`config.mk`:
```
export PLATFORM = sky130hd
export DESIGN_NAME = mem_arbiter_flat
export DESIGN_NICKNAME = d
export VERILOG_FILES = /design/src/rtl/mem_arbiter_if.sv /design/src/rtl/mem_arbiter.sv /design/src/flat_wrapper.sv
export SDC_FILE = /design/constraint.sdc
export NUM_CORES = 1
export LEC_CHECK = 0
export CAP_MARGIN = 15
export CORE_MARGIN = 2
export CORE_UTILIZATION = 35
export CTS_CLUSTER_SIZE = 10
export DETAILED_ROUTE_END_ITERATION = 6
export GPL_ROUTABILITY_DRIVEN = 0
export PLACE_DENSITY = 0.75
export SLEW_MARGIN = 20
export SYNTH_ARGS = -nofsm -noshare
export SYNTH_HDL_FRONTEND = slang
export SYNTH_SLANG_ARGS = --single-unit
```
`constraint.sdc`:
```
create_clock -name clk -period 1.4 [get_ports clk]
set_clock_uncertainty 0.15 [all_clocks]
set_input_delay 0.42 -clock clk [delete_from_list [all_inputs] [get_ports clk]]
set_output_delay 0.42 -clock clk [all_outputs]
set_load 0.05 [all_outputs]
```
`src/rtl/mem_arbiter_if.sv`:
```
// Bus bundle between the two requesters, the arbiter and the byte-addressed data memory.
interface mem_arbiter_if;
  logic        req0, req1;
  logic        wr0, wr1;
  logic [31:0] addr0, addr1;
  logic [31:0] wdata0, wdata1;
  logic        ack0, ack1;
  logic        err0, err1;
  logic [31:0] rdata;
  logic        busy;
  logic        mem_read, mem_wre;
  logic [31:0] data_address, data_in;
  logic [31:0] data_out;

  modport slave (
    input  req0, req1, wr0, wr1, addr0, addr1, wdata0, wdata1, data_out,
    output ack0, ack1, err0, err1, rdata, busy, mem_read, mem_wre, data_address, data_in
  );

  modport master (
    output req0, req1, wr0, wr1, addr0, addr1, wdata0, wdata1, data_out,
    input  ack0, ack1, err0, err1, rdata, busy, mem_read, mem_wre, data_address, data_in
  );
endinterface

```
`src/rtl/mem_arbiter.sv`:
```
// Two-port round-robin arbiter in front of a single data memory; fixed three-cycle access.
// Define MEM_ARB_FIXED_PRIO_EN to make port 0 always win ties (no last-served pointer).
module mem_arbiter #(
  parameter int MEM_BYTES = 64
) (
  input  logic          clk,
  input  logic          rst_n,
  mem_arbiter_if.slave  bus
);

  typedef enum logic [1:0] {
    IDLE   = 2'd0,
    ACCESS = 2'd1,
    RESP   = 2'd2
  } state_t;

  state_t      state_r, state_nxt_s;
  logic        grant1_s;
  logic        sel_wr_s;
  logic [31:0] sel_addr_s, sel_wdata_s;
  logic        win_r, wr_r, err_r;
  logic        ack0_r, ack1_r, err0_r, err1_r, busy_r;
  logic        mem_read_r, mem_wre_r;
  logic [31:0] data_address_r, data_in_r, rdata_r;
`ifndef MEM_ARB_FIXED_PRIO_EN
  logic        last_r;
`endif

  function automatic logic addr_err(input logic [31:0] a);
    return (a[1:0] != 2'b00) || (a > 32'(MEM_BYTES - 4));
  endfunction

  // Pick the winning port and mux its payload.
  always_comb begin
    grant1_s = 1'b0;
    if (bus.req0 && bus.req1) begin
`ifdef MEM_ARB_FIXED_PRIO_EN
      grant1_s = 1'b0;
`else
      grant1_s = ~last_r;
`endif
    end else if (bus.req1) begin
      grant1_s = 1'b1;
    end else begin
      grant1_s = 1'b0;
    end
    sel_wr_s    = grant1_s ? bus.wr1    : bus.wr0;
    sel_addr_s  = grant1_s ? bus.addr1  : bus.addr0;
    sel_wdata_s = grant1_s ? bus.wdata1 : bus.wdata0;
  end

  // Next-state logic: a RESP cycle never starts a new access.
  always_comb begin
    state_nxt_s = state_r;
    case (state_r)
      IDLE:    state_nxt_s = (bus.req0 || bus.req1) ? ACCESS : IDLE;
      ACCESS:  state_nxt_s = RESP;
      RESP:    state_nxt_s = IDLE;
      default: state_nxt_s = IDLE;
    endcase
  end

  // State register.
  always_ff @(posedge clk or negedge rst_n) begin
    if (!rst_n) state_r <= IDLE;
    else        state_r <= state_nxt_s;
  end

  // Datapath and registered outputs; strobes are loaded on entry to ACCESS so they are valid for that whole cycle.
  always_ff @(posedge clk or negedge rst_n) begin
    if (!rst_n) begin
      win_r          <= 1'b0;
      wr_r           <= 1'b0;
      err_r          <= 1'b0;
      ack0_r         <= 1'b0;
      ack1_r         <= 1'b0;
      err0_r         <= 1'b0;
      err1_r         <= 1'b0;
      busy_r         <= 1'b0;
      mem_read_r     <= 1'b0;
      mem_wre_r      <= 1'b0;
      data_address_r <= 32'h0;
      data_in_r      <= 32'h0;
      rdata_r        <= 32'h0;
`ifndef MEM_ARB_FIXED_PRIO_EN
      last_r         <= 1'b1;
`endif
    end else begin
      case (state_r)
        IDLE: begin
          if (state_nxt_s == ACCESS) begin
            win_r          <= grant1_s;
            wr_r           <= sel_wr_s;
            err_r          <= addr_err(sel_addr_s);
            mem_read_r     <= !sel_wr_s && !addr_err(sel_addr_s);
            mem_wre_r      <= sel_wr_s && !addr_err(sel_addr_s);
            data_address_r <= sel_addr_s;
            data_in_r      <= sel_wdata_s;
            busy_r         <= 1'b1;
`ifndef MEM_ARB_FIXED_PRIO_EN
            last_r         <= grant1_s;
`endif
          end
        end
        ACCESS: begin
          mem_read_r     <= 1'b0;
          mem_wre_r      <= 1'b0;
          data_address_r <= 32'h0;
          data_in_r      <= 32'h0;
          rdata_r        <= (!wr_r && !err_r) ? bus.data_out : 32'h0;
          ack0_r         <= !win_r;
          ack1_r         <= win_r;
          err0_r         <= !win_r && err_r;
          err1_r         <= win_r && err_r;
        end
        RESP: begin
          ack0_r <= 1'b0;
          ack1_r <= 1'b0;
          err0_r <= 1'b0;
          err1_r <= 1'b0;
          busy_r <= 1'b0;
        end
        default: begin
          ack0_r     <= 1'b0;
          ack1_r     <= 1'b0;
          err0_r     <= 1'b0;
          err1_r     <= 1'b0;
          busy_r     <= 1'b0;
          mem_read_r <= 1'b0;
          mem_wre_r  <= 1'b0;
        end
      endcase
    end
  end

  assign bus.ack0         = ack0_r;
  assign bus.ack1         = ack1_r;
  assign bus.err0         = err0_r;
  assign bus.err1         = err1_r;
  assign bus.rdata        = rdata_r;
  assign bus.busy         = busy_r;
  assign bus.mem_read     = mem_read_r;
  assign bus.mem_wre      = mem_wre_r;
  assign bus.data_address = data_address_r;
  assign bus.data_in      = data_in_r;

endmodule

```
`src/flat_wrapper.sv`:
```
// flat-port wrapper written by rule: the top's interface ports become plain ports
module mem_arbiter_flat 
#(
  parameter int MEM_BYTES = 64
)
  (clk, rst_n, bus_req0, bus_req1, bus_wr0, bus_wr1, bus_addr0, bus_addr1, bus_wdata0, bus_wdata1, bus_data_out, bus_ack0, bus_ack1, bus_err0, bus_err1, bus_rdata, bus_busy, bus_mem_read, bus_mem_wre, bus_data_address, bus_data_in);
  mem_arbiter_if bus_i ();
  input  logic clk;
  input  logic rst_n;
  input wire logic [$bits(bus_i.req0)-1:0] bus_req0;
  input wire logic [$bits(bus_i.req1)-1:0] bus_req1;
  input wire logic [$bits(bus_i.wr0)-1:0] bus_wr0;
  input wire logic [$bits(bus_i.wr1)-1:0] bus_wr1;
  input wire logic [$bits(bus_i.addr0)-1:0] bus_addr0;
  input wire logic [$bits(bus_i.addr1)-1:0] bus_addr1;
  input wire logic [$bits(bus_i.wdata0)-1:0] bus_wdata0;
  input wire logic [$bits(bus_i.wdata1)-1:0] bus_wdata1;
  input wire logic [$bits(bus_i.data_out)-1:0] bus_data_out;
  output wire logic [$bits(bus_i.ack0)-1:0] bus_ack0;
  output wire logic [$bits(bus_i.ack1)-1:0] bus_ack1;
  output wire logic [$bits(bus_i.err0)-1:0] bus_err0;
  output wire logic [$bits(bus_i.err1)-1:0] bus_err1;
  output wire logic [$bits(bus_i.rdata)-1:0] bus_rdata;
  output wire logic [$bits(bus_i.busy)-1:0] bus_busy;
  output wire logic [$bits(bus_i.mem_read)-1:0] bus_mem_read;
  output wire logic [$bits(bus_i.mem_wre)-1:0] bus_mem_wre;
  output wire logic [$bits(bus_i.data_address)-1:0] bus_data_address;
  output wire logic [$bits(bus_i.data_in)-1:0] bus_data_in;
  assign bus_i.req0 = bus_req0;
  assign bus_i.req1 = bus_req1;
  assign bus_i.wr0 = bus_wr0;
  assign bus_i.wr1 = bus_wr1;
  assign bus_i.addr0 = bus_addr0;
  assign bus_i.addr1 = bus_addr1;
  assign bus_i.wdata0 = bus_wdata0;
  assign bus_i.wdata1 = bus_wdata1;
  assign bus_i.data_out = bus_data_out;
  assign bus_ack0 = bus_i.ack0;
  assign bus_ack1 = bus_i.ack1;
  assign bus_err0 = bus_i.err0;
  assign bus_err1 = bus_i.err1;
  assign bus_rdata = bus_i.rdata;
  assign bus_busy = bus_i.busy;
  assign bus_mem_read = bus_i.mem_read;
  assign bus_mem_wre = bus_i.mem_wre;
  assign bus_data_address = bus_i.data_address;
  assign bus_data_in = bus_i.data_in;
  mem_arbiter #(.MEM_BYTES(MEM_BYTES)) u_core (.clk(clk), .rst_n(rst_n), .bus(bus_i));
endmodule
```
-- Word-level counts from Yosys, hierarchy flattened
Index checks and enable logic that the tools add are counted.
- flip-flop bits (word level): 109
- output and inout port bits: 103
- magnitude comparators: 1
- equal/unequal tests: 4
- multiplexer cells: 22
- bitwise gates (word level): 3
- reduce and logical (&&, ||, !) cells: 20
- operator list (cell ; count):
    32-bit two-way mux ; 5
    32-bit one-hot mux with 2 select lines ; 2
    32-bit by 6-bit greater-than comparator with 1-bit output (second input constant) ; 1
    1-bit one-hot mux with 2 select lines ; 7
    2-bit AND reduction ; 4
    1-bit two-way mux ; 7
    1-bit logical AND ; 6
    1-bit logical NOT ; 5
    2-bit by 1-bit equality test with 1-bit output (second input constant) ; 2
    2-bit one-hot mux with 2 select lines ; 1
    2-bit nonzero test ; 2
    1-bit inverter ; 3
    2-bit equality test (second input constant) ; 1
    2-bit logical NOT ; 1
    1-bit logical OR ; 2
    2-bit by 1-bit != test with 1-bit output (second input constant) ; 1

-- Depth between registers and ports, before layout
Gate-level depths: netlist (run 1).
- word-level depth: 9
- depth in mapped cells: 8
- gate-level depth less buffers: 6

-- Least setup slack after synthesis (run 1)
OpenSTA, ideal clock, no wires.
- path kind: input -> register
- from: input bus_addr0[30]
- to: register u_core.err_r
- library setup time: 0.119 ns
- arrival: 1.426 ns
- slack: -0.295 ns
- stages on the path: 5
- buffers on the path: 0
- path through: or4_1 nor2_1 nand4_1 o22a_1 o21a_1
- word-level cells in the longest chain between the ends: 3
- ends and longest elaborated chain (what ; RTL line ; RTL):
    from (decl) ; flat_wrapper.sv:14 ; input wire logic [$bits(bus_i.addr0)-1:0] bus_addr0;
    32-bit two-way mux ; mem_arbiter.sv:48 ; sel_addr_s = grant1_s ? bus.addr1 : bus.addr0;
    32-bit by 6-bit greater-than comparator with 1-bit output ; mem_arbiter.sv:30 ; return (a[1:0] != 2'b00) || (a > 32'(MEM_BYTES - 4));
    1-bit logical OR ; mem_arbiter.sv:30 ;
    to (signal assigned) ; mem_arbiter.sv:94 ; err_r <= addr_err(sel_addr_s);
    to (decl) ; mem_arbiter.sv:21 ; logic win_r, wr_r, err_r;
Every way passes these cells.
A chain may end at the register's enable or synchronous reset.

-- Worst setup path in the final report (run 1)
- from: register u_core.last_r
- to: register u_core.err_r
- word-level cells in the longest chain between the ends: 5
- elaborated cells between the ends (all ways): 6
- ends and longest elaborated chain (what ; RTL line ; RTL):
    from (decl) ; mem_arbiter.sv:26 ; logic last_r;
    from (signal assigned) ; mem_arbiter.sv:101 ; last_r <= grant1_s;
    1-bit inverter (*) ; mem_arbiter.sv:40 ; grant1_s = ~last_r;
    1-bit two-way mux (*) ; mem_arbiter.sv:36 ; if (bus.req0 && bus.req1) begin
    32-bit two-way mux (*) ; mem_arbiter.sv:48 ;
    32-bit by 6-bit greater-than comparator with 1-bit output or 2-bit nonzero test (tied branches) ; mem_arbiter.sv:30 ;
    1-bit logical OR (*) ; mem_arbiter.sv:30 ;
Mark *: on every way between the ends. The rest lies on a longest branch, timed or not.

==> results of run 1 <==
## tightest hold or removal path: cells and delay by family
family          cells  cell delay [ns]
buf+inv             1             0.13
compound gates      1             0.13
mux                 1             0.09
## cell usage after synthesis, types with 2 or more instances
master | instances | area (um2)
a21o_1 | 2 | 15.0
a21oi_1 | 2 | 10.0
a222oi_1 | 4 | 40.0
a22o_1 | 32 | 280
buf_2 | 12 | 60.1
buf_4 | 7 | 52.6
buf_6 | 2 | 22.5
clkbuf_1 | 10 | 37.5
dfrtp_1 | 108 | 2700
inv_1 | 8 | 30.0
mux2i_1 | 63 | 631
nand2_1 | 63 | 236
nand2b_1 | 3 | 18.8
nand3_1 | 3 | 15.0
nand4_1 | 3 | 18.8
nor2_1 | 8 | 30.0
nor4_1 | 13 | 81.3
o21ai_0 | 62 | 310
o21ai_2 | 2 | 17.5
## report_power, final
group / switching, W / internal (W) / leakage (nW)
Combinational: 0.00650 / 0.00652 / 3.10
Sequential: 0.00117 / 0.00419 / 1.42
Clock: 0.00120 / 0.00122 / 0.133
Total: 0.00887 / 0.0119 / 4.66
## per-stage QoR
step                       util  total power [W]  cell area (um2)  hold slack (ns)  setup slack, ns
final                     0.782           0.0208            10300            0.323           -0.265
after global routing      0.782           0.0216            10300            0.341           -0.306
after CTS                 0.763           0.0204            10100            0.325           -0.252
after detailed placement  0.679           0.0164             8960            0.159           -0.928
after global placement    0.679           0.0162             8960            0.155           -0.867
after floorplan               -           0.0105             4900          -0.0256           -0.289
## cell families (layout without fill, tap and decap cells)
| family | after synthesis | in the layout |
|---|---|---|
| compound gates | 108 | 108 |
| mux | 63 | 63 |
| buf+inv | 40 | 414 |
| simple gates | 99 | 101 |
| flops | 109 | 109 |
## layout make-up
class | instances | area (um2) | area share
clock buffers | 10 | 229 | 0.0222
inverters | 9 | 33.8 | 0.00328
repair buffers | 389 | 4960 | 0.481
multi-input cells | 272 | 2090 | 0.203
well taps | 176 | 220 | 0.0214
flip-flops and latches | 109 | 2730 | 0.265
clock inverters | 6 | 47.5 | 0.00461
## what timing repair did
item,4_1_cts,5_1_grt
hold buffers,1,0
pin swaps,27,17
cloned,12,0
gates resized for setup,110,51
endpoints found under the setup margin,207,206
buffers inserted,45,34
hold endpoints to repair,11,0
## registers in the layout, indices dropped and copies added (netlist names), 2 cells and up
signal / flops
u_core.bus.data_in: 32
u_core.bus.data_address: 32
u_core.state_r: 2
u_core.bus.rdata: 32
## path summary, 6_finish.rpt
kind	startpoint	to	cells past startpoint
max	u_core.last_r	u_core.err_r	6
min	bus_addr1[30]	u_core.bus.data_address[30]	3
max reg2reg	u_core.last_r	u_core.err_r	6
min reg2reg	u_core.last_r	u_core.last_r	1
max in group asynchronous	rst_n	u_core.bus.data_in[25]	3
min in group asynchronous	rst_n	u_core.bus.data_in[16]	2
## per-layer routing
layer | routed length [um] | vias to the layer above | track usage
met3 | 1230 | 50 | 0.0518
met4 | 814 | 0 | 0.132
met1 | 7230 | 2430 | 0.308
li1 | - | 2251 | -
met5 | 0 | - | 0
met2 | 10400 | 246 | 0.473
## cells in the final DEF, fill, tap and decap left out, types with 3 or more instances in the layout
cell               n
clkdlybuf4s50_1  130
buf_12           116
dfrtp_1          105
buf_4             82
o21ai_1           58
nand2_1           53
mux2i_1           51
a22o_1            32
dlygate4sd2_1     30
buf_6             17
nor4_2            10
nand2_2            9
clkbuf_16          9
inv_1              8
mux2i_2            7
nor2_1             6
buf_16             6
mux2i_4            5
o21ai_2            5
a222oi_1           4
nand4_1            3
clkinv_4           3
buf_8              3
dfrtp_2            3
==> summary.md, run 1 <==
| Metric | Value |
|---|---|
| Setup TNS | -27.09 ns |
| Number of synthesized flops with an enable pin | 0 |
| CTS Buffer Depth | 2 |
| Core area | 0.0132 mm2 |
| Synth Area in Simple Gates | 0.0937 |
| CP delay by family, top | compound AO/OA/AOI/OAI gates |
| Mux share of post-synthesis cell area | 0.134 |
| Buffers on Ports | 268 |
| Die Span Y | 120 um |
| Seq cells post-synth | 109 |
| Hold Fails Final Rpt | 0 |
| Fmax | 601 MHz |
| Die W | 120 um |
| Max stage delay cell, worst path | dfstp_2 |
| Syn Inst Count | 419 |
| CP arrival | 1.75 ns |
| Vias | 4977 |
| Detailed placement HPWL | 13300 um |
| Minimum clock period | 1.66 ns |
| DRC Markers | 0 |
| Clk slew on worst S/H paths | 0.07 ns |
| Crit Path Max Fanout | 6 |
| Fraction of registers with async set or reset after synthesis | 1.00 |
| Rel. slew slack | 0.755 |
| Synth-to-Final Area Change | 119% |
| Peak supply drop | 1250 uV |
| CTS tree | done |
| Post-synthesis adder-cell area fraction | 0 |
| Ports | 269 |
| Post-route antenna net violation count | 0 |
| Clock sink count | 109 |
| Final worst setup slack | -0.265 ns |
| All-Layer GR Usage | 0.267 |
| Root buf cell | clkbuf_16 |
| Initial Utilization | 0.357 |
| Status | finished, violations left |
| Num rows | 42 |
| Synth Area in XOR/XNOR | 0 |
| Final worst-path cycle share | 1.19 |
| Inserted Diodes | 0 |
| CP cell instances | a21boi_4 > buf_12 > and3_4 > nand3_2 > o22a_2 > o21a_1 |
| Drt total wl | 19600 um |
| Drt initial violations | 241 |
| Worst min path class | in -> reg |
| Detailed-route vias per instance | 5.13 |
| First-pass GRT wire length | 29700 um |
| RSZ-0062 raised after global routing | yes |
| Pin count of the biggest net entering global routing | 37 |
| Layout Nets | 956 |
| Final setup fails | 205 |
| Buf/Inv on CP | 1 |
| Initial antenna violation count | 0 |
| Max Slew Vio Count | 0 |
| Synth Area in Compound Gates | 0.150 |
| CTS Buf Count | 9 |
| Violated checks | setup timing |
| DR WL/cell | 20.2 um |
| Drt pass-1 iters | 5 |
| Post-Layout Cell Count | 971 |
| Full die area | 0.0144 mm2 |
| P per Cell Area | 2020 mW/mm2 |
| Syn. warnings | 0 |
| Crit end category | register |
| Largest family of logic cells by synthesized area | compound AO/OA/AOI/OAI gates |
| H-tree Lvls | 3 |
| Syn Std Cell Area | 0.00471 mm2 |
| Mapped Avg Cell Area | 11.2 um2 |
| Skew-Pair Late Insertion Delay | 0.35 ns |
| Netlist cell types | 31 |
| Leak pwr | 4.66 nW |
| Congestion Overflow GR | 0 |
| FILL cells | 829 |
| Slew @ Worst Pin | 0.368 ns |
| Critical path's largest stage delay | 0.39 ns |
| Mapped Nets | 585 |
| Max cap viols | 0 |
| Post-synth top flop | dfrtp_1 |
| Worst Path Required | 1.48 ns |
| Sequential-to-total area share from yosys stat | 0.579 |
| Vias in the first global route | 5323 |
| Dpl cells | 874 |
| Critical path type | reg -> reg |
| Startpoint Class | register |
| Worst reg-to-reg setup slack | -0.26 ns |
| Share of cells above drive strength 1 | 0.376 |
Note: power is estimated with default switching activity, not from simulation.
==> inputs of run 2 (changes only) <==
- HOLD_SLACK_MARGIN: unset -> 0.08
==> results of run 2 <==
Final layout, timing and power as in run 1 (identical DEF).
==> inputs of run 3 (changes only) <==
- CAP_MARGIN: 15 -> 40
==> results of run 3 <==
Final layout, timing and power as in run 1 (identical DEF).
